[src/rtl/fir_pkg.sv]
// Shared types for the FIR job sequencer: FIR port operation codes,
// controller states and the sample width.
package fir_pkg;

    localparam int FIR_DW = 32;

    typedef enum logic [1:0] {
        FIR_NOP = 2'b00,
        FIR_WR  = 2'b01,
        FIR_RUN = 2'b10,
        FIR_RD  = 2'b11
    } fir_op_e;

    typedef enum logic [2:0] {
        ST_IDLE   = 3'd0,
        ST_CLEAR  = 3'd1,
        ST_LOAD   = 3'd2,
        ST_RUN    = 3'd3,
        ST_RD_REQ = 3'd4,
        ST_OUT    = 3'd5,
        ST_ERR    = 3'd6
    } ctrl_state_e;

endpackage

[src/rtl/fir_job_ctrl_if.sv]
// Signal bundle between the job sequencer (master) and its environment
// (slave): job control, input/output sample streams and the FIR core port.
interface fir_job_ctrl_if #(
    parameter int CNT_W = 32
) ();
    import fir_pkg::*;

    // Streams: a transfer happens on a rising clock edge where valid and ready
    // are both high; valid never waits on ready, data is held while valid&&!ready.
    logic              start;
    logic              busy;
    logic              job_done;
    logic              error;
    logic              in_valid;
    logic              in_ready;
    logic [FIR_DW-1:0] in_data;
    logic              out_valid;
    logic              out_ready;
    logic [FIR_DW-1:0] out_data;
    logic              fir_reset;
    logic [1:0]        fir_op;
    logic [CNT_W-1:0]  fir_addr;
    logic [FIR_DW-1:0] fir_x;
    logic [FIR_DW-1:0] fir_y;
    logic              fir_done;

    modport master (
        input  start, in_valid, in_data, out_ready, fir_y, fir_done,
        output busy, job_done, error, in_ready, out_valid, out_data,
               fir_reset, fir_op, fir_addr, fir_x
    );

    modport slave (
        output start, in_valid, in_data, out_ready, fir_y, fir_done,
        input  busy, job_done, error, in_ready, out_valid, out_data,
               fir_reset, fir_op, fir_addr, fir_x
    );

endinterface

[src/rtl/fir_job_ctrl.sv]
// Job sequencer for the shared-memory FIR core: clear, load SIG_LEN samples,
// compute until done, then drain SIG_LEN results. Optional RUN watchdog: FIR_JOB_CTRL_WATCHDOG_EN.
module fir_job_ctrl
    import fir_pkg::*;
#(
    parameter int N       = 100,
    parameter int SIG_LEN = 1000,
    parameter int CNT_W   = 32
) (
    input  logic         clk,
    input  logic         reset,
    fir_job_ctrl_if.master bus,
    output ctrl_state_e  dbg_state_o
);

    localparam logic [CNT_W-1:0] LAST = CNT_W'(SIG_LEN - 1);

    ctrl_state_e      state_q, state_d;
    logic [CNT_W-1:0] load_cnt_q, load_cnt_d;
    logic [CNT_W-1:0] rd_cnt_q, rd_cnt_d;
    logic             busy_q, in_ready_q, out_valid_q, fir_reset_q;

`ifdef FIR_JOB_CTRL_WATCHDOG_EN
    localparam logic [31:0] WD_LAST = 32'(SIG_LEN * (N + 1) + 8 - 1);
    logic [31:0] wd_cnt_q, wd_cnt_d;
    logic        error_q;
`endif

    always_comb begin
        state_d    = state_q;
        load_cnt_d = load_cnt_q;
        rd_cnt_d   = rd_cnt_q;
`ifdef FIR_JOB_CTRL_WATCHDOG_EN
        wd_cnt_d   = wd_cnt_q;
`endif
        case (state_q)
            ST_IDLE: begin
                if (bus.start) state_d = ST_CLEAR;
            end
            ST_CLEAR: begin
                load_cnt_d = '0;
                state_d    = ST_LOAD;
            end
            ST_LOAD: begin
                if (bus.in_valid) begin
                    load_cnt_d = load_cnt_q + CNT_W'(1);
                    if (load_cnt_q == LAST) begin
                        state_d = ST_RUN;
`ifdef FIR_JOB_CTRL_WATCHDOG_EN
                        wd_cnt_d = '0;
`endif
                    end
                end
            end
            ST_RUN: begin
                if (bus.fir_done) begin
                    rd_cnt_d = '0;
                    state_d  = ST_RD_REQ;
                end
`ifdef FIR_JOB_CTRL_WATCHDOG_EN
                else if (wd_cnt_q == WD_LAST) begin
                    state_d = ST_ERR;
                end else begin
                    wd_cnt_d = wd_cnt_q + 32'd1;
                end
`endif
            end
            ST_RD_REQ: begin
                state_d = ST_OUT;
            end
            ST_OUT: begin
                if (bus.out_ready) begin
                    if (rd_cnt_q == LAST) begin
                        state_d = ST_IDLE;
                    end else begin
                        rd_cnt_d = rd_cnt_q + CNT_W'(1);
                        state_d  = ST_RD_REQ;
                    end
                end
            end
`ifdef FIR_JOB_CTRL_WATCHDOG_EN
            ST_ERR: begin
                state_d = ST_ERR;
            end
`endif
            default: state_d = ST_IDLE;
        endcase
    end

    // Status flags are decoded from the next state so they are registered
    // and line up with the state they describe.
    always_ff @(posedge clk) begin
        if (reset) begin
            state_q     <= ST_IDLE;
            load_cnt_q  <= '0;
            rd_cnt_q    <= '0;
            busy_q      <= 1'b0;
            in_ready_q  <= 1'b0;
            out_valid_q <= 1'b0;
            fir_reset_q <= 1'b0;
`ifdef FIR_JOB_CTRL_WATCHDOG_EN
            wd_cnt_q    <= '0;
            error_q     <= 1'b0;
`endif
        end else begin
            state_q     <= state_d;
            load_cnt_q  <= load_cnt_d;
            rd_cnt_q    <= rd_cnt_d;
            busy_q      <= (state_d != ST_IDLE);
            in_ready_q  <= (state_d == ST_LOAD);
            out_valid_q <= (state_d == ST_OUT);
            fir_reset_q <= (state_d == ST_CLEAR);
`ifdef FIR_JOB_CTRL_WATCHDOG_EN
            wd_cnt_q    <= wd_cnt_d;
            error_q     <= (state_d == ST_ERR);
`endif
        end
    end

    // The FIR op follows the live handshake: no write without in_valid, and
    // compute is dropped in the cycle fir_done is seen.
    always_comb begin
        bus.fir_op   = FIR_NOP;
        bus.fir_addr = '0;
        case (state_q)
            ST_LOAD: begin
                bus.fir_op   = bus.in_valid ? FIR_WR : FIR_NOP;
                bus.fir_addr = load_cnt_q;
            end
            ST_RUN: begin
                bus.fir_op = bus.fir_done ? FIR_NOP : FIR_RUN;
            end
            ST_RD_REQ: begin
                bus.fir_op   = FIR_RD;
                bus.fir_addr = rd_cnt_q;
            end
            default: ;
        endcase
    end

    assign bus.busy      = busy_q;
    assign bus.in_ready  = in_ready_q;
    assign bus.out_valid = out_valid_q;
    assign bus.fir_reset = fir_reset_q;
    assign bus.fir_x     = (state_q == ST_LOAD) ? bus.in_data : '0;
    assign bus.out_data  = bus.fir_y;
    assign bus.job_done  = (state_q == ST_OUT) && bus.out_ready && (rd_cnt_q == LAST);
    assign dbg_state_o   = state_q;

`ifdef FIR_JOB_CTRL_WATCHDOG_EN
    assign bus.error = error_q;
`else
    assign bus.error = 1'b0;
`endif

endmodule
[src/flat_wrapper.sv]
// flat-port wrapper written by rule: the top's interface ports become plain ports
module fir_job_ctrl_flat import fir_pkg::*;
#(
    parameter int N       = 100,
    parameter int SIG_LEN = 1000,
    parameter int CNT_W   = 32
)
  (clk, reset, dbg_state_o, bus_start, bus_in_valid, bus_in_data, bus_out_ready, bus_fir_y, bus_fir_done, bus_busy, bus_job_done, bus_error, bus_in_ready, bus_out_valid, bus_out_data, bus_fir_reset, bus_fir_op, bus_fir_addr, bus_fir_x);
  fir_job_ctrl_if #(.CNT_W(CNT_W)) bus_i ();
  input  logic clk;
  input  logic reset;
  output ctrl_state_e dbg_state_o;
  input wire logic [$bits(bus_i.start)-1:0] bus_start;
  input wire logic [$bits(bus_i.in_valid)-1:0] bus_in_valid;
  input wire logic [$bits(bus_i.in_data)-1:0] bus_in_data;
  input wire logic [$bits(bus_i.out_ready)-1:0] bus_out_ready;
  input wire logic [$bits(bus_i.fir_y)-1:0] bus_fir_y;
  input wire logic [$bits(bus_i.fir_done)-1:0] bus_fir_done;
  output wire logic [$bits(bus_i.busy)-1:0] bus_busy;
  output wire logic [$bits(bus_i.job_done)-1:0] bus_job_done;
  output wire logic [$bits(bus_i.error)-1:0] bus_error;
  output wire logic [$bits(bus_i.in_ready)-1:0] bus_in_ready;
  output wire logic [$bits(bus_i.out_valid)-1:0] bus_out_valid;
  output wire logic [$bits(bus_i.out_data)-1:0] bus_out_data;
  output wire logic [$bits(bus_i.fir_reset)-1:0] bus_fir_reset;
  output wire logic [$bits(bus_i.fir_op)-1:0] bus_fir_op;
  output wire logic [$bits(bus_i.fir_addr)-1:0] bus_fir_addr;
  output wire logic [$bits(bus_i.fir_x)-1:0] bus_fir_x;
  assign bus_i.start = bus_start;
  assign bus_i.in_valid = bus_in_valid;
  assign bus_i.in_data = bus_in_data;
  assign bus_i.out_ready = bus_out_ready;
  assign bus_i.fir_y = bus_fir_y;
  assign bus_i.fir_done = bus_fir_done;
  assign bus_busy = bus_i.busy;
  assign bus_job_done = bus_i.job_done;
  assign bus_error = bus_i.error;
  assign bus_in_ready = bus_i.in_ready;
  assign bus_out_valid = bus_i.out_valid;
  assign bus_out_data = bus_i.out_data;
  assign bus_fir_reset = bus_i.fir_reset;
  assign bus_fir_op = bus_i.fir_op;
  assign bus_fir_addr = bus_i.fir_addr;
  assign bus_fir_x = bus_i.fir_x;
  fir_job_ctrl #(.N(N), .SIG_LEN(SIG_LEN), .CNT_W(CNT_W)) u_core (.clk(clk), .reset(reset), .bus(bus_i), .dbg_state_o(dbg_state_o));
endmodule
[config.mk]
export PLATFORM = sky130hd
export DESIGN_NAME = fir_job_ctrl_flat
export DESIGN_NICKNAME = d
export VERILOG_FILES = /design/src/rtl/fir_pkg.sv /design/src/rtl/fir_job_ctrl_if.sv /design/src/rtl/fir_job_ctrl.sv /design/src/flat_wrapper.sv
export SDC_FILE = /design/constraint.sdc
export NUM_CORES = 1
export LEC_CHECK = 0
export CAP_MARGIN = 20
export CORE_UTILIZATION = 40
export DETAILED_ROUTE_END_ITERATION = 8
export GPL_ROUTABILITY_DRIVEN = 0
export PLACE_DENSITY = 0.8
export SYNTH_ARGS = -nofsm -noshare
export SYNTH_HDL_FRONTEND = slang
export SYNTH_SLANG_ARGS = --single-unit
[constraint.sdc]
create_clock -name clk -period 4 [get_ports clk]
set_clock_uncertainty 0.1 [all_clocks]
set_input_delay 0.4 -clock clk [delete_from_list [all_inputs] [get_ports clk]]
set_output_delay 0.4 -clock clk [all_outputs]
set_load 0.01 [all_outputs]
=== Word-level counts from Yosys, hierarchy flattened ===
Index checks and enable logic that the tools add are counted.

* Logic and storage cells: 49
* Register bits after elaboration: 71

* $add $sub $neg: 2
* Eq/ne operators: 14
* Reductions and logical operators: 8
* Muxes and demuxes: 18

{| class="wikitable"
|+ Operators by type and width
! kind !! count
|-
| $pmux W32 S2 || 3
|-
| $mux W32 || 5
|-
| $add A32 B1 Y32 const B || 2
|-
| $eq A32 B10 Y1 const B || 2
|-
| $mux W3 || 6
|-
| $pmux W3 S6 || 1
|-
| $eq A3 B2 Y1 const B || 3
|-
| $eq A3 B3 Y1 const B || 3
|-
| $ne A2 B2 Y1 const B || 4
|-
| $eq A3 B1 Y1 const B || 2
|-
| $pmux W2 S3 || 1
|-
| $reduce_and A4 Y1 || 1
|-
| $reduce_bool A2 Y1 || 2
|-
| $logic_not A3 Y1 || 1
|-
| $reduce_bool A3 Y1 || 1
|-
| $logic_and A1 B1 Y1 || 2
|-
| $mux W2 || 1
|-
| $reduce_and A2 Y1 || 1
|-
| $mux W1 || 1
|}

=== Depth between registers and ports, before layout ===
Gate-level depths: netlist (run 1).

* Depth in word-level cells: 5
* Mapped depth: 7
* Depth with buffers taken out: 6

=== Worst setup path after synthesis (run 1) ===
OpenSTA, ideal clock, no wires.

* Path type: reg2out
* From: register u_core.state_q[1], in the netlist u_core.dbg_state_o[1]
* To: output bus_fir_x[10]
* Path buffers: 3
* Arrival: 1687 ps
* Setup slack: 1813 ps
* Cell stages (with the launch flop): 6
* Cell sequence: dfxtp_1 buf_4 nor3b_1 clkbuf_1 clkbuf_1 and2_1

* Cells in the longest elaborated chain, start to end: 2

{| class="wikitable"
|+ RTL lines
! what !! RTL line !! RTL
|-
| from (decl) || fir_job_ctrl.sv:18 || <nowiki>ctrl_state_e state_q, state_d;</nowiki>
|-
| from (signal assigned) || fir_job_ctrl.sv:106 || <nowiki>state_q <= state_d;</nowiki>
|-
| $eq A3 B2 Y1 || fir_job_ctrl.sv:145 || <nowiki>assign bus.fir_x = (state_q == ST_LOAD) ? bus.in_data : '0;</nowiki>
|-
| $mux W32 || fir_job_ctrl.sv:145 ||
|-
| to (decl) || flat_wrapper.sv:28 || <nowiki>output wire logic [$bits(bus_i.fir_x)-1:0] bus_fir_x;</nowiki>
|}

No other way between the ends.

=== Worst setup path in the final report (run 1) ===
* From: register u_core.rd_cnt_q[0]
* To: output bus_job_done

* Cells in the longest elaborated chain, start to end: 2

{| class="wikitable"
|+ RTL lines
! what !! RTL line !! RTL
|-
| from (decl) || fir_job_ctrl.sv:20 || <nowiki>logic [CNT_W-1:0] rd_cnt_q, rd_cnt_d;</nowiki>
|-
| from (signal assigned) || fir_job_ctrl.sv:108 || <nowiki>rd_cnt_q <= rd_cnt_d;</nowiki>
|-
| $eq A32 B10 Y1 || fir_job_ctrl.sv:147 || <nowiki>assign bus.job_done = (state_q == ST_OUT) && bus.out_ready && (rd_cnt_q == LAST);</nowiki>
|-
| $logic_and A1 B1 Y1 || fir_job_ctrl.sv:147 ||
|-
| to (decl) || flat_wrapper.sv:20 || <nowiki>output wire logic [$bits(bus_i.job_done)-1:0] bus_job_done;</nowiki>
|}

No other way between the ends.

==> out/results.tsv, run 1 <==
metric	value	unit
run_status	complete, no violations	
vias_per_cell	5.729	
p_clk_frac	0.374	
max_rail_drop_vdd	0.1386	mV
core.rowCount	37	
final_setup_tns	0	ns
seqPwrFrac	0.505	
die-width	105.5	um
synth.largest_area_cell	sky130_fd_sc_hd__dfxtp_1	
timing_hold_violations_final	0	
critPathKind	register to primary output	
cp.required	3.50	ns
synthDistinctLibCells	55	
synth_top_area_share	0.3319	
drt_iter0_drc	276	
drt_pre_antenna_iters	4	
actual_slew_at_the_worst_max_slew_pin	1.013	ns
grt_start_max_net_pins	69	
area_growth	26.85	%
antenna_found_initial	0	
hpwl	9207	um
postSynthRegisterBits	71	
max-slew-margin-rel	0.3249	
post-route-min-period	3.299	ns
synthesis.nets	592	
synthTopCellsByArea	sky130_fd_sc_hd__dfxtp_1 33%, sky130_fd_sc_hd__a22o_1 6.5%, sky130_fd_sc_hd__buf_4 6.0%, sky130_fd_sc_hd__xor2_1 5.9%, sky130_fd_sc_hd__and2_1 5.4%	
die_area	11130	um2
cts_repair_resize_count	0	
holdCritPathClass	register to register	
final_period_utilization	0.8247	
switching_share	0.2579	
maximum_count_of_clock_buffers_along_a_single_path	2	
synth_top_flop_cell	sky130_fd_sc_hd__dfxtp_1	
mappedNetlistArea	4283	um2
routed-via-count	4165	
max_clock_freq	303.1	MHz
synth_edf_count	0	
detail_route.wirelength	12410	um
dp_worst_setup_slack	1.071	ns
yosysWarningCount	0	
clock_net_sink_count	71	
grt_pass1_vias	3925	
power.static_leakage	1.847	nW
timing_max_transition_violations_final	0	
grt_setup_unrepaired	no	
cp.arrival	2.80	ns
power.combinational.fraction	0.121	
io-pin-count	177	
cts_tree	yes	
ctsRootBufferMaster	sky130_fd_sc_hd__clkbuf_8	
critical_path.max_fanout	7	
setup_violations	0	
num_antenna_cells	0	
worst_skew_pair.late_latency	0.35	ns
core_region_area	10370	um2
hold-worst-slack	0.4162	ns
max_cap_violations	0	
postCtsHoldBufs	0	
grt_overflow_total	0	
p_sw	368.7	uW
synth.avg_cell_area	8.236	um2
post_route_worst_setup_slack	0.7011	ns
grt_first_pass_wirelength	20070	um
detail_route.drc_violations	0	
power_per_cell_area	263.1	nW/um2
start_util	0.4130	
clk_pin_slew_worst_paths	0.07	ns
post_route_cells_drive_above_1_share	0.06261	
p_int	1.061	mW
start_kind	register	
synth_async_sr_flop_share	0	
detail-route-antenna-nets	0	
nets	658	
synth_seq_area_share	0.3319	
fp.dieH	105.5	um
setup.worst_path.end_class	primary output	
grt_usage	0.2258	
clock_tree.htree_level_count	3	
io_buffers	111	
post_drt_wl_per_cell	17.07	um
post_cts.repair.setup_buffers	0	
number_of_cells_produced_by_synthesis	520	
cts_buf_count	9	
[cell usage after synthesis, types with 2 or more instances]
master	number
sky130_fd_sc_hd__and3_1	9
sky130_fd_sc_hd__o21ai_0	18
sky130_fd_sc_hd__or3_1	18
sky130_fd_sc_hd__a21o_1	3
sky130_fd_sc_hd__buf_2	5
sky130_fd_sc_hd__and4_1	8
sky130_fd_sc_hd__o21bai_1	3
sky130_fd_sc_hd__dfxtp_1	71
sky130_fd_sc_hd__nor4_1	12
sky130_fd_sc_hd__nor4b_2	2
sky130_fd_sc_hd__or4_1	10
sky130_fd_sc_hd__o31ai_1	5
sky130_fd_sc_hd__nand2_1	20
sky130_fd_sc_hd__buf_4	34
sky130_fd_sc_hd__nand4_1	22
sky130_fd_sc_hd__xnor2_1	9
sky130_fd_sc_hd__nand2b_1	3
sky130_fd_sc_hd__ha_1	2
sky130_fd_sc_hd__and2_1	37
sky130_fd_sc_hd__clkbuf_1	19
sky130_fd_sc_hd__nor3_1	7
sky130_fd_sc_hd__inv_1	9
sky130_fd_sc_hd__a31oi_1	3
sky130_fd_sc_hd__a21oi_1	27
sky130_fd_sc_hd__nand3_1	29
sky130_fd_sc_hd__a22o_1	32
sky130_fd_sc_hd__nor2_1	47
sky130_fd_sc_hd__xor2_1	29
[state kept, by name, summed over array words and instances, names as in the netlist]
register and flops:
u_core.bus.busy 1, u_core.bus.fir_reset 1, u_core.bus.in_ready 1, u_core.bus.out_valid 1
u_core.dbg_state_o 3, u_core.load_cnt_q 32, u_core.rd_cnt_q 32
[power by group through the flow]
stage	clock [mW]	combinational (mW)	sequential, mW
finish	0.534	0.173	0.722
global placement	0	0.167	0.738
detailed placement	0	0.169	0.738
floorplan	0	0.114	0.735
CTS	0.544	0.170	0.721
global route	0.578	0.185	0.723
[kinds of logic (layout without fill, tap and decap cells)]
group | after synthesis | count (layout) | share of synthesized area
compound gates | 103 | 103 | 0.1718
xor+xnor | 38 | 38 | 0.07771
fa+ha+maj | 2 | 2 | 0.005842
buf+inv | 70 | 141 | 0.09436
flops | 71 | 71 | 0.3319
other cells | 1 | 1 | 0.0008756
simple gates | 235 | 235 | 0.3176
[area by class of cell]
class	count	area (um2)
clock inverter	5	32.53
timing repair buffer	115	1149
inverter	10	37.54
tap	136	170.2
clock buffer	11	151.4
fill	939	4937
multi-input combinational	379	2471
sequential	71	1421
[path summary, 6_finish.rpt]
| kind | to | start | slack (ns) | cells after the start |
|---|---|---|---|---|
| worst min register to register | u_core.rd_cnt_q[31] | u_core.rd_cnt_q[31] | 0.42 | 2 |
| worst max register to register | u_core.load_cnt_q[31] | u_core.dbg_state_o[0] | 1.20 | 5 |
| worst min-delay path | u_core.rd_cnt_q[31] | u_core.rd_cnt_q[31] | 0.42 | 2 |
| worst max-delay path | bus_job_done | u_core.rd_cnt_q[0] | 0.70 | 6 |
[critical path, cell delays in order, from the launching register on]
cell                              delay, ns
sky130_fd_sc_hd__dfxtp_1               0.48
sky130_fd_sc_hd__ha_1                  0.29
sky130_fd_sc_hd__and4_1                0.23
sky130_fd_sc_hd__nand3_1               0.17
sky130_fd_sc_hd__or4_4                 0.47
sky130_fd_sc_hd__nor3_1                0.22
sky130_fd_sc_hd__clkdlybuf4s50_1       0.59
[per-layer routing]
layer	wire length (um)	vias to the layer above	track usage
li1	-	1994	-
met1	5332	1992	0.2918
met2	6001	148	0.3675
met3	810	31	0.04886
met4	267	0	0.08451
met5	0	-	0
[cell usage in the layout, fill, tap and decap left out, types with 2 or more instances in the layout]
cell type / Yosys / routed
sky130_fd_sc_hd__clkinvlp_4: 0 / 3
sky130_fd_sc_hd__clkdlybuf4s50_1: 0 / 111
sky130_fd_sc_hd__buf_4: 34 / 3
sky130_fd_sc_hd__and4_1: 8 / 8
sky130_fd_sc_hd__or3_1: 18 / 18
sky130_fd_sc_hd__nor4b_2: 2 / 2
sky130_fd_sc_hd__nor2_1: 47 / 47
sky130_fd_sc_hd__clkbuf_8: 0 / 11
sky130_fd_sc_hd__nor3_2: 1 / 2
sky130_fd_sc_hd__nand2b_1: 3 / 3
sky130_fd_sc_hd__nor4_1: 12 / 12
sky130_fd_sc_hd__a31oi_1: 3 / 3
sky130_fd_sc_hd__o21ai_0: 18 / 18
sky130_fd_sc_hd__clkinv_2: 0 / 2
sky130_fd_sc_hd__nand3_1: 29 / 29
sky130_fd_sc_hd__inv_1: 9 / 9
sky130_fd_sc_hd__nand2_1: 20 / 20
sky130_fd_sc_hd__and2_1: 37 / 37
sky130_fd_sc_hd__xor2_1: 29 / 29
sky130_fd_sc_hd__nor3_1: 7 / 6
sky130_fd_sc_hd__a22o_1: 32 / 32
sky130_fd_sc_hd__ha_1: 2 / 2
sky130_fd_sc_hd__a21o_1: 3 / 3
sky130_fd_sc_hd__a21oi_1: 27 / 27
sky130_fd_sc_hd__dfxtp_1: 71 / 71
sky130_fd_sc_hd__nand4_1: 22 / 22
sky130_fd_sc_hd__and3_1: 9 / 9
sky130_fd_sc_hd__or4_1: 10 / 10
sky130_fd_sc_hd__o21bai_1: 3 / 2
sky130_fd_sc_hd__o31ai_1: 5 / 5
sky130_fd_sc_hd__xnor2_1: 9 / 9
[through the flow]
stage                     cell area (um2)  power (mW)  cells    util
after floorplan                      4283      0.8486    520       -
after global placement               5234      0.9047    710  0.5047
after detailed placement             5234      0.9071    710  0.5047
after CTS                            5418       1.435    726  0.5224
after global routing                 5433       1.486    727  0.5239
final                                5433       1.429    727  0.5239
Note: power is estimated with default switching activity, not from simulation.
==> run 2, diff against run 1 <==
--- a/config.mk
+++ b/config.mk
@@ -6,10 +6,10 @@
 export NUM_CORES = 1
 export LEC_CHECK = 0
 export CAP_MARGIN = 20
-export CORE_UTILIZATION = 40
+export CORE_UTILIZATION = 39
 export DETAILED_ROUTE_END_ITERATION = 8
 export GPL_ROUTABILITY_DRIVEN = 0
-export PLACE_DENSITY = 0.8
+export PLACE_DENSITY = 0.81
 export SYNTH_ARGS = -nofsm -noshare
 export SYNTH_HDL_FRONTEND = slang
 export SYNTH_SLANG_ARGS = --single-unit
==> constraint.sdc (replaced) <==
create_clock -name clk -period 2.9 [get_ports clk]
set_clock_uncertainty 0.1 [all_clocks]
set_input_delay 0.29 -clock clk [delete_from_list [all_inputs] [get_ports clk]]
set_output_delay 0.29 -clock clk [all_outputs]
set_load 0.01 [all_outputs]
==> out/results.tsv, run 2 (synthesis gave the netlist of run 1 again) <==
metric	value	unit	change
post-route-min-period	2.713	ns	
max-slew-margin-rel	0.6092		+0.2843
max_clock_freq	368.6	MHz	
run_status	complete, no violations		
timing_hold_violations_final	0		unchanged
detail_route.wirelength	13040	um	+5.1%
hold_path_startpoint	u_core.load_cnt_q[31]		
cp.arrival	2.32	ns	-0.48 ns
layout.cells.most_common	sky130_fd_sc_hd__clkdlybuf4s50_1		
cp.required	2.51	ns	-0.99 ns
critPathKind	register to primary output		
layout_common_cells	110 x sky130_fd_sc_hd__clkdlybuf4s50_1, 67 x sky130_fd_sc_hd__dfxtp_1, 47 x sky130_fd_sc_hd__nor2_1, 37 x sky130_fd_sc_hd__and2_1, 32 x sky130_fd_sc_hd__a22o_1		
power_per_cell_area	360.2	nW/um2	+37%
clk_pin_slew_worst_paths	0.09	ns	+0.02 ns
power.static_leakage	1.908	nW	+3.3%
timing.critical_path.from	u_core.dbg_state_o[0]		
grt_setup_unrepaired	no		
grt_pass1_vias	3892		-0.84%
timing_max_transition_violations_final	0		unchanged
maximum_count_of_clock_buffers_along_a_single_path	2		unchanged
final_setup_tns	0	ns	unchanged
setup_violations	0		unchanged
max_rail_drop_vdd	0.2414	mV	+74%
clock_tree.htree_level_count	3		unchanged
ctsRootBufferMaster	sky130_fd_sc_hd__clkbuf_8		
area_growth	29.18	%	
io_buffers	111		unchanged
grt_start_max_net_pins	69		unchanged
post_drt_wl_per_cell	17.67	um	+3.5%
clock_net_sink_count	71		unchanged
io-pin-count	177		unchanged
fp.dieH	106.8	um	+1.3%
holdCritPathClass	register to register		
critical_path.reg2reg.startpoint	u_core.dbg_state_o[0]		
vias_per_cell	5.824		+1.7%
setup.worst_path.end_class	primary output		
antenna_found_initial	0		unchanged
layout.core_utilization	0.5288		+0.004931
grt_overflow_total	0		unchanged
drt_iter0_drc	466		+69%
core.rowCount	37		unchanged
final_period_utilization	0.9356		
start_util	0.4094		-0.003655
detail_route.drc_violations	0		unchanged
max_cap_violations	0		unchanged
cts_tree	yes		
num_antenna_cells	0		unchanged
core_region_area	10460	um2	+0.89%
actual_slew_at_the_worst_max_slew_pin	0.5854	ns	-0.4272 ns
cts_buf_count	9		unchanged
grt_usage	0.2232		-0.002605
grt_first_pass_wirelength	19970	um	-0.52%
nets	669		+1.7%
die_area	11410	um2	+2.5%
start_kind	register		
postCtsHoldBufs	0		unchanged
critical_path.max_fanout	68		+61
hpwl	9528	um	+3.5%
drt_pre_antenna_iters	5		+1
post_route_cells_drive_above_1_share	0.08804		+0.02543
die-width	106.8	um	+1.3%
worst_skew_pair.late_latency	0.36	ns	about the same
routed-via-count	4298		+3.2%
detail-route-antenna-nets	0		unchanged
## run 2: where the power goes
| group | internal, mW | leakage, nW | switching, mW |
|---|---|---|---|
| Clock | 0.336 | 0.0849 | 0.409 |
| Combinational | 0.135 | 1.25 | 0.116 |
| Sequential | 0.982 | 0.575 | 0.0145 |
## run 2: final timing paths
kind | endpoint | slack, ns | depth (start not counted)
setup / recovery | bus_fir_x[13] | 0.19 | 4
hold / removal | u_core.load_cnt_q[31] | 0.42 | 2
setup reg to reg | u_core.load_cnt_q[31] | 0.33 | 5
hold reg to reg | u_core.load_cnt_q[31] | 0.42 | 2
## run 2: cell type report
cell class	instances	area (um2)
Fill cell	963	4930
Multi-Input combinational cell	379	2474
Sequential cell	71	1426
Timing Repair Buffer	126	1242
Tap cell	136	170.2
Clock buffer	10	137.6
Clock inverter	6	45.04
Inverter	10	37.54
## run 2: critical path, cell delays in order, from the launching register on
cell and delay, ns:
sky130_fd_sc_hd__dfxtp_1 0.50, sky130_fd_sc_hd__nor3b_2 0.33, sky130_fd_sc_hd__buf_12 0.30, sky130_fd_sc_hd__and2_1 0.24, sky130_fd_sc_hd__clkdlybuf4s50_1 0.56
## run 2: metrics by stage
step	instance area (um2)	setup slack, ns	instances	hold slack, ns	power (mW)
2_1_floorplan	4283	0.8046	520	0.3474	1.171
6_report	5533	0.1868	738	0.4227	1.993
4_1_cts	5517	0.07070	737	0.4221	1.987
3_5_place_dp	5321	0.1129	720	0.4027	1.264
3_3_place_gp	5321	0.1454	720	0.4023	1.259
5_1_grt	5533	0.07227	738	0.4401	2.059
## run 2: metal layers
| metal | part of all wire | up-vias | global-route usage | routed length (um) |
|---|---|---|---|---|
| li1 | - | 2024 | - | - |
| met3 | 0.076 | 34 | 0.04073 | 997 |
| met4 | 0.022 | 0 | 0.08806 | 288 |
| met2 | 0.48 | 218 | 0.3493 | 6249 |
| met1 | 0.42 | 2022 | 0.3028 | 5505 |
| met5 | 0 | - | 0 | 0 |
## run 2: what timing repair did
action | CTS | global route
gates resized for setup | 5 | 1
pin swaps | 1 | 0
endpoints found under the hold margin | 0 | 0
endpoints found under the setup margin | 1 | 22
buffers inserted | 1 | 0
==> run 3, diff against run 2 <==
--- a/config.mk
+++ b/config.mk
@@ -5,11 +5,13 @@
 export SDC_FILE = /design/constraint.sdc
 export NUM_CORES = 1
 export LEC_CHECK = 0
+export ABC_AREA = 1
 export CAP_MARGIN = 20
-export CORE_UTILIZATION = 39
+export CORE_UTILIZATION = 42
 export DETAILED_ROUTE_END_ITERATION = 8
 export GPL_ROUTABILITY_DRIVEN = 0
-export PLACE_DENSITY = 0.81
+export PLACE_DENSITY = 0.82
+export SETUP_SLACK_MARGIN = 0.4
 export SYNTH_ARGS = -nofsm -noshare
 export SYNTH_HDL_FRONTEND = slang
 export SYNTH_SLANG_ARGS = --single-unit
==> out/results.tsv, run 3 <==
metric	value	unit	change
run_status	complete, no violations		
detail_route.drc_violations	0		unchanged
setup_violations	0		unchanged
synth_top_flop_cell	sky130_fd_sc_hd__dfxtp_1		
clock_tree.htree_level_count	3		unchanged
nets	1050		+57%
synth_commonest_cells	200 x sky130_fd_sc_hd__nand2_1, 199 x sky130_fd_sc_hd__nor2_1, 127 x sky130_fd_sc_hd__inv_1		
routed-via-count	6000		+40%
grt_start_max_net_pins	37		-46%
cpPeakStageDelay	0.56	ns	about the same
muxShareOfSynthArea	0		unchanged
max_clock_freq	409.1	MHz	+11%
final_setup_tns	0	ns	unchanged
synthXorXnorAreaFrac	0.01012		-0.06759
die_area	12810	um2	+12%
timing_max_transition_violations_final	0		unchanged
max-slew-margin-rel	0.5497		-0.05950
cell_family_with_most_cp_delay	buffers and inverters		
actual_slew_at_the_worst_max_slew_pin	0.6747	ns	+0.08931 ns
worst_path_max_delay_cell	sky130_fd_sc_hd__clkdlybuf4s50_1		
number_of_cells_produced_by_synthesis	903		+74%
hpwl	12920	um	+36%
io-pin-count	177		unchanged
layout_common_cells	200 x sky130_fd_sc_hd__nand2_1, 197 x sky130_fd_sc_hd__nor2_1, 127 x sky130_fd_sc_hd__inv_1, 96 x sky130_fd_sc_hd__clkdlybuf4s50_1, 70 x sky130_fd_sc_hd__nand3_1		
postSynthRegisterBits	71		unchanged
synth_area_in_adders	0.004818		-0.001025
power_per_cell_area	385.9	nW/um2	+7.1%
cts_buf_count	9		unchanged
synth_simple_gate_area_frac	0.4329		+0.1154
start_util	0.4324		+0.02304
postCtsHoldBufs	0		unchanged
final_cells	1129		+53%
post-route-min-period	2.444	ns	-0.2688 ns
cp.required	2.51	ns	about the same
num_antenna_cells	0		unchanged
final_period_utilization	0.8429		-0.09268
regToRegSetupSlack	0.73	ns	+0.40 ns
critical_path.max_fanout	23		-66%
setup.worst_path.end_class	primary output		
grt_setup_unrepaired	no		
core.rowCount	40		+8.1%
antenna_found_initial	0		unchanged
yosys.cell_count.top_type	sky130_fd_sc_hd__nand2_1		
grt_overflow_total	0		unchanged
mappedNetlistArea	5194	um2	+21%
synth_edf_count	0		unchanged
synth_top_area_share	0.2737		-0.05820
synth.largest_area_cell	sky130_fd_sc_hd__dfxtp_1		
ctsRootBufferMaster	sky130_fd_sc_hd__clkbuf_16		
worst_skew_pair.late_latency	0.34	ns	-0.02 ns
grt_usage	0.2622		+0.03902
post_drt_wl_per_cell	14.97	um	-15%
vias_per_cell	5.314		-8.7%
timing.critical_path.buf_inv	4		+2
critPathKind	register to primary output		
synth_async_sr_flop_share	0		unchanged
synthesis.nets	975		+65%
start_kind	register		
io_buffers	111		unchanged
clock_net_sink_count	71		unchanged
synth-compound-area-share	0.1130		-0.05879
drt_iter0_drc	799		+71%
maximum_count_of_clock_buffers_along_a_single_path	2		unchanged
cts_tree	yes		
synthDistinctLibCells	35		-36%
max_rail_drop_vdd	0.2757	mV	+14%
power.static_leakage	2.614	nW	+37%
detail_route.wirelength	16900	um	+30%
max_cap_violations	0		unchanged
post_place_cells	1114		+55%
synth_seq_area_share	0.2737		-0.05820
yosysWarningCount	0		unchanged
die-width	113.2	um	+6.0%
holdCritPathClass	register to register		
critical_path_cell_by_cell	inv_2, nand2_1, nor2_4, inv_1, buf_6, o22ai_1, clkdlybuf4s50_1		
post_cts.repair.setup_buffers	0		-1
core_region_area	12010	um2	+15%
cp.arrival	2.05	ns	-0.27 ns
clk_pin_slew_worst_paths	0.06	ns	-0.03 ns
fp.dieH	113.2	um	+6.0%
synth.avg_cell_area	5.752	um2	-30%
area_growth	26.52	%	
timing_hold_violations_final	0		unchanged
layout.core_utilization	0.5471		+0.01826
detail-route-antenna-nets	0		unchanged
drt_pre_antenna_iters	6		+1
post_route_cells_drive_above_1_share	0.05804		-0.03000
synthTopCellsByArea	sky130_fd_sc_hd__dfxtp_1 27%, sky130_fd_sc_hd__nand2_1 14%, sky130_fd_sc_hd__nor2_1 14%, sky130_fd_sc_hd__inv_1 9.2%, sky130_fd_sc_hd__nand3_1 6.8%		
layout.cells.most_common	sky130_fd_sc_hd__nand2_1		
grt_pass1_vias	5292		+36%
dominant_combinational_cell_family_by_area_after_synthesis	simple AND/OR/NAND/NOR gates		
grt_first_pass_wirelength	26460	um	+33%
filler_cell_count	1139		+18%
run 3: worst paths after layout:
check | from | cells past startpoint | to
worst min-delay path | u_core.load_cnt_q[10] | 1 | u_core.load_cnt_q[10]
worst min register to register | u_core.load_cnt_q[10] | 1 | u_core.load_cnt_q[10]
worst max register to register | u_core.dbg_state_o[2] | 9 | u_core.load_cnt_q[20]
worst max-delay path | u_core.dbg_state_o[0] | 7 | bus_fir_addr[15]
run 3: layer usage:
layer  up-vias  routed length (um)  GRT usage
li1       2959                   -          -
met1      2662                6965     0.3289
met2       310                7763     0.4294
met3        69                1361    0.04821
met4         0                 813     0.1351
met5         -                   0          0
run 3: timing repair:
item,in CTS,in global routing
setup endpoints to repair,32,14
gates resized for setup,21,6
hold endpoints to repair,0,0
run 3: final cells by class:
class	count	area (um2)	area share
Clock buffer	11	252.7	0.03846
Clock inverter	4	77.57	0.01181
Inverter	131	491.7	0.07483
Multi-Input combinational cell	644	2939	0.4473
Sequential cell	71	1428	0.2173
Tap cell	147	183.9	0.02799
Timing Repair Buffer	121	1199	0.1824
run 3: report_power, final:
part	total, mW	internal, mW	switching [mW]
Sequential	1.00	0.988	0.0129
Combinational	0.299	0.138	0.161
Clock	1.24	0.800	0.436
run 3: kinds of logic after synthesis:
family,Yosys count
AOI/OAI and AO/OA,108
adders and majority gates,2
and+or+nand+nor,527
buffers and inverters,188
DFF,71
other,1
xor gates and xnor gates,6
run 3: per-stage QoR:
step	area, um2	worst slack, ns	power (mW)	hold slack [ns]
floorplan	5194	1.075	1.204	0.2808
global placement	6217	0.5502	1.313	0.3925
detailed placement	6217	0.4756	1.317	0.3858
CTS	6553	0.4194	2.537	0.4011
global route	6571	0.4026	2.614	0.4343
finish	6571	0.4556	2.536	0.4011
